<file path="src/rtl/stack_pkg.sv">
// rtl/stack_pkg.sv - shared defaults, count width helper and op encoding for the operand stack
package stack_pkg;

    localparam int STACK_WIDTH = 8;
    localparam int STACK_DEPTH = 16;

    function automatic int count_w(input int depth);
        return $clog2(depth + 1);
    endfunction

    typedef logic [$clog2(STACK_DEPTH + 1)-1:0] count_t;

    typedef enum logic [1:0] {
        OP_NONE,
        OP_PUSH,
        OP_POP,
        OP_REPL
    } stack_op_e;

endpackage

</file>
<file path="src/rtl/stack_ram.sv">
// rtl/stack_ram.sv - DEPTH x WIDTH register array, one sync write port, one async read port
module stack_ram #(
    parameter int WIDTH = 8,
    parameter int DEPTH = 16,
    parameter int AW    = $clog2(DEPTH)
) (
    input  logic             clk,
    input  logic             we,
    input  logic [AW-1:0]    wr_addr,
    input  logic [WIDTH-1:0] wr_data,
    input  logic [AW-1:0]    rd_addr,
    output logic [WIDTH-1:0] rd_data
);

    logic [WIDTH-1:0] mem [DEPTH];

    always_ff @(posedge clk) begin
        if (we) begin
            mem[wr_addr] <= wr_data;
        end
    end

    assign rd_data = mem[rd_addr];

endmodule

</file>
<file path="src/rtl/stack_unit.sv">
// rtl/stack_unit.sv - operand stack with registered top-of-stack, depth and sticky error flags
module stack_unit
    import stack_pkg::*;
#(
    parameter int WIDTH = STACK_WIDTH,
    parameter int DEPTH = STACK_DEPTH
) (
    input  logic                        clk,
    input  logic                        rst,
    input  logic                        push,
    input  logic                        pop,
    input  logic [WIDTH-1:0]            din,
    input  logic                        err_clr,
    output logic [WIDTH-1:0]            tos,
    output logic [count_w(DEPTH)-1:0]   count,
    output logic                        empty,
    output logic                        full,
    output logic                        overflow,
    output logic                        underflow
);

    localparam int CW = count_w(DEPTH);
    localparam int AW = $clog2(DEPTH);

    logic [CW-1:0]    count_q, count_d;
    logic [WIDTH-1:0] tos_q, tos_d;
    logic             overflow_q, overflow_d;
    logic             underflow_q, underflow_d;

    stack_op_e        op;
    logic             set_ovf, set_unf;
    logic             empty_w, full_w;
    logic [AW-1:0]    ptr, wr_addr, rd_addr;
    logic [WIDTH-1:0] rd_data;
    logic             ram_we;

    assign empty_w = (count_q == '0);
    assign full_w  = (count_q == CW'(DEPTH));

    always_comb begin
        op      = OP_NONE;
        set_ovf = 1'b0;
        set_unf = 1'b0;
        case ({push, pop})
            2'b10: if (full_w) set_ovf = 1'b1; else op = OP_PUSH;
            2'b01: if (empty_w) set_unf = 1'b1; else op = OP_POP;
            2'b11: begin
                if (empty_w) begin
                    op      = OP_PUSH;
                    set_unf = 1'b1;
                end else begin
                    op = OP_REPL;
                end
            end
            default: ;
        endcase
    end

    // Modular pointer math: when full and DEPTH is a power of two, ptr wraps to 0
    // and ptr-1 / ptr-2 still land on the top two slots.
    assign ptr     = count_q[AW-1:0];
    assign wr_addr = (op == OP_REPL) ? ptr - AW'(1) : ptr;
    assign rd_addr = ptr - AW'(2);
    assign ram_we  = (op == OP_PUSH) || (op == OP_REPL);

    stack_ram #(
        .WIDTH(WIDTH),
        .DEPTH(DEPTH),
        .AW   (AW)
    ) u_ram (
        .clk    (clk),
        .we     (ram_we),
        .wr_addr(wr_addr),
        .wr_data(din),
        .rd_addr(rd_addr),
        .rd_data(rd_data)
    );

    always_comb begin
        count_d = count_q;
        tos_d   = tos_q;
        case (op)
            OP_PUSH: begin
                count_d = count_q + CW'(1);
                tos_d   = din;
            end
            OP_REPL: tos_d = din;
            OP_POP: begin
                count_d = count_q - CW'(1);
                tos_d   = (count_q == CW'(1)) ? '0 : rd_data;
            end
            default: ;
        endcase
        overflow_d  = (overflow_q  & ~err_clr) | set_ovf;
        underflow_d = (underflow_q & ~err_clr) | set_unf;
    end

    always_ff @(posedge clk or negedge rst) begin
        if (!rst) begin
            count_q     <= '0;
            tos_q       <= '0;
            overflow_q  <= 1'b0;
            underflow_q <= 1'b0;
        end else begin
            count_q     <= count_d;
            tos_q       <= tos_d;
            overflow_q  <= overflow_d;
            underflow_q <= underflow_d;
        end
    end

    assign tos       = tos_q;
    assign count     = count_q;
    assign empty     = empty_w;
    assign full      = full_w;
    assign overflow  = overflow_q;
    assign underflow = underflow_q;

endmodule

</file>
<file path="config.mk">
export PLATFORM = sky130hd
export DESIGN_NAME = stack_unit
export DESIGN_NICKNAME = d
export VERILOG_FILES = /design/src/rtl/stack_pkg.sv /design/src/rtl/stack_ram.sv /design/src/rtl/stack_unit.sv
export SDC_FILE = /design/constraint.sdc
export NUM_CORES = 1
export LEC_CHECK = 0
export ABC_CLOCK_PERIOD_IN_PS = 3100
export BUFFER_PORTS_ARGS = -buffer_cell sky130_fd_sc_hd__buf_4
export CELL_PAD_IN_SITES_DETAIL_PLACEMENT = 1
export CELL_PAD_IN_SITES_GLOBAL_PLACEMENT = 2
export CORE_MARGIN = 3
export CORE_UTILIZATION = 42
export DETAILED_ROUTE_END_ITERATION = 6
export PLACE_DENSITY_LB_ADDON = 0.3
export SETUP_SLACK_MARGIN = 0.4
export SLEW_MARGIN = 20
export SYNTH_ARGS = -nofsm -noshare
export SYNTH_HDL_FRONTEND = slang
export SYNTH_SLANG_ARGS = --single-unit
</file>
<file path="constraint.sdc">
create_clock -name clk -period 3.1 [get_ports clk]
set_input_delay 0.155 -clock clk [delete_from_list [all_inputs] [get_ports clk]]
set_output_delay 0.155 -clock clk [all_outputs]
set_load 0.005 [all_outputs]
</file>
==> metrics.cfg <==
[timing]
fin_crit_ns=2.59
setup_tns_ns=0
max_freq_ghz=0.385
finalCritPeriodShare_pct=83.7
drv_slew=0
rsz0062_at_grt=true
slew_headroom_pct=51.5
skew_ns=0.00689
timing_hold_violations_final=0
setup_violations=0
worstMarginPinSlew_ns=0.727

[logic_synthesis]
synthesis.area_sq_mm=0.00608
synthArstFlopShare_pct=10.5
yosys-top-cells-area=edfxtp_1, mux4_1, dfrtp_1, mux2i_1, mux4_2
synth_top_area_cell=edfxtp_1
synth_cells=320
synth_commonest_cells=edfxtp_1, mux2i_1, mux4_1
syn_area_per_cell_sq_um=19.0
synthDominantCellAreaShare_pct=63.2
yosysSeqAreaShare_pct=69.4
yosysMostFrequentCell=edfxtp_1
ys_types=37
synth_edf_count=128
synth-seq-cells=143
syn_nets=343
yosys_warnings=0
ys.flop_type=edfxtp_1

[routing]
drt-initial-drc-count=302
viasPerCell=5.67
wl_mm=14.5
routedWlPerCell_microns=25.9
vias=3168
drc=0
antenna_left=0
drtPass1Iterations=4

[global_routing]
grt_util_all_layers_pct=19.1
grt_pass1_wl_mm=21.7
grt_max_degree=44
grt_pass1_vias=3317
globalRoute.totalOverflow=0
grt_antenna_before_repair=0

[worst_setup_path]
startpoint_type=flop
cp.required_ns=3.25
crit_end=u_ram.mem[10][1]$_DFFE_PP_
r2r_cells=9
r2r_start=count[0]$_DFFE_PN0P_
worstSetupPathType=flop to flop
worstSetupEndpointType=flop
path_common_cell=inv_2
crit_start=count[0]$_DFFE_PN0P_
critPathMaxFanout=9
cp_slowest_stage_delay_ns=0.49
slowest_stage=o21ai_2
path_cells=inv_2 -> ha_1 -> nand4bb_1 -> o21a_4 -> ha_4 -> inv_2 -> nor3_1 -> o21ai_2 -> nor2_4
critical_path_arrival_ns=2.75
r2r_end=u_ram.mem[10][1]$_DFFE_PP_
r2r_slack_ns=0.51

[cts]
clock_latency_ns=0.42
root_buffer=clkbuf_16
cts-htree-levels=4
cts_buffers=17
clk_pin_slew_ns=0.06
cts_tree=built
numClockSinks=143
cts_buffer_depth=2

[floorplan]
die_h_microns=126
ios=30
initial_utilization_pct=43.3
dieArea_sq_mm=0.0160
rows=43
dieWidth_microns=126
core_sq_mm=0.0140

[finish]
multi_input_area_sq_mm=0.00208
finalNetCount=388
final_util_pct=53.6
regArea_sq_mm=0.00422
drive_gt1_share_pct=32.0
num-fill-cells=1260
area_delta_synth_final_pct=23.7

[min_path]
hold_class=input port to flop

[pwr]
ir_drop_v=0.000573
power_leakage_uw=0.00263
p_per_area_mw_per_mm2=957

[placement]
port_buffers=29
gp_congestion=0.755
dp_hpwl_mm=9.20

[run_status]
status=finished clean

[run]
cap_violations=0

-- through the flow --
step	setup WS, ns	cells	instance area, sq um	power, uW	hold WS, ns
6_report	0.505	559	7520	7200	0.0870
5_1_grt	0.351	558	7520	7520	0.0859
4_1_cts	0.404	555	7390	7160	0.0723
3_5_place_dp	0.293	519	6760	5090	0.0283
3_3_place_gp	0.338	519	6760	5050	0.0228
2_1_floorplan	0.395	320	6390	4370	-0.141
-- how the worst min path moves through the flow --
stage / start / to / slack [ns] / cells after the start
detailed placement: rst / count[2]$_DFFE_PN0P_ / 0.03 / 1
finish: din[4] / u_ram.mem[15][4]$_DFFE_PP_ / 0.09 / 1
global route: din[4] / u_ram.mem[12][4]$_DFFE_PP_ / 0.09 / 1
global placement: rst / count[2]$_DFFE_PN0P_ / 0.02 / 1
CTS: din[4] / u_ram.mem[15][4]$_DFFE_PP_ / 0.07 / 1
floorplan: rst / count[0]$_DFFE_PN0P_ / -0.14 / 0
-- what timing repair did --
action	CTS	global route
endpoints found under the setup margin	128	135
endpoints found under the hold margin	17	0
gates resized for setup	2	13
hold buffers	4	0
pin swaps	0	6
gates cloned	0	0
setup buffers	0	3
-- cells in the final DEF (no fill, tap or decap), drive strengths merged --
cell	Yosys	routed
a21bo	1	1
a21boi	2	2
a21oi	1	1
a221o	8	8
and2	2	2
and3	2	2
buf	12	39
bufinv	0	3
clkbuf	5	21
clkinv	0	6
clkinvlp	0	1
dfrtp	15	15
diode	0	1
dlygate4sd3	0	4
edfxtp	128	128
ha	10	10
inv	10	11
mux2i	24	24
mux4	32	32
nand2	4	4
nand2b	1	1
nand3	3	3
nand4bb	1	1
nor2	18	18
nor2b	1	1
nor3	6	6
nor3b	10	10
nor4b	2	2
o21a	1	1
o21ai	10	10
o31ai	1	1
o32ai	1	1
or3	1	1
xnor2	6	6
xor2	2	2
-- cell type report --
cell class | instances | share of cell area (%)
Antenna cell | 1 | 0.0333
Clock buffer | 21 | 5.86
Clock inverter | 11 | 1.86
Inverter | 10 | 0.532
Multi-Input combinational cell | 150 | 27.6
Sequential cell | 143 | 56.1
Tap cell | 180 | 2.99
Timing Repair Buffer | 43 | 4.97
-- state kept, by name, indices dropped and copies added, names as in the netlist --
name and cells:
underflow 1, count 5, overflow 1, u_ram.mem 128, tos 8
-- power by group --
| group | total (uW) | switching, uW | internal (uW) | leakage (uW) |
|---|---|---|---|---|
| registers | 2500 | 126 | 2380 | 0.00134 |
| clock network | 2020 | 765 | 1260 | 0.000278 |
| logic | 2680 | 1510 | 1160 | 0.00101 |
-- logic make-up (layout without fill, tap and decap cells) --
family / after synthesis / count (layout) / share of synthesized area, %
buf+inv: 27 / 85 / 2.47
fa+ha+maj: 10 / 10 / 2.06
xor+xnor: 8 / 8 / 1.28
compound gates: 25 / 25 / 3.02
flops: 143 / 143 / 69.4
simple gates: 51 / 51 / 4.53
other cells: 0 / 1 / 0
mux: 56 / 56 / 17.3
-- critical path: cells and delay by family, from the launching register on --
family                   cells  cell delay [ns]
buffers and inverters        2             0.24
flip-flops                   1             0.41
AND/OR/NAND/NOR              3             0.43
AO/OA/AOI/OAI                2             0.81
adder cells (fa/ha/maj)      2             0.42
-- metal layers --
| layer | wire length [microns] | track usage [%] | vias up | part of all wire [%] |
|---|---|---|---|---|
| li1 | - | - | 1400 | - |
| met1 | 6670 | 26.8 | 1676 | 46 |
| met2 | 7030 | 29.0 | 79 | 48 |
| met3 | 619 | 5.68 | 13 | 4.3 |
| met4 | 177 | 5.99 | 0 | 1.2 |
| met5 | 0 | 0 | - | 0 |
Note: power is estimated with default switching activity, not from simulation.
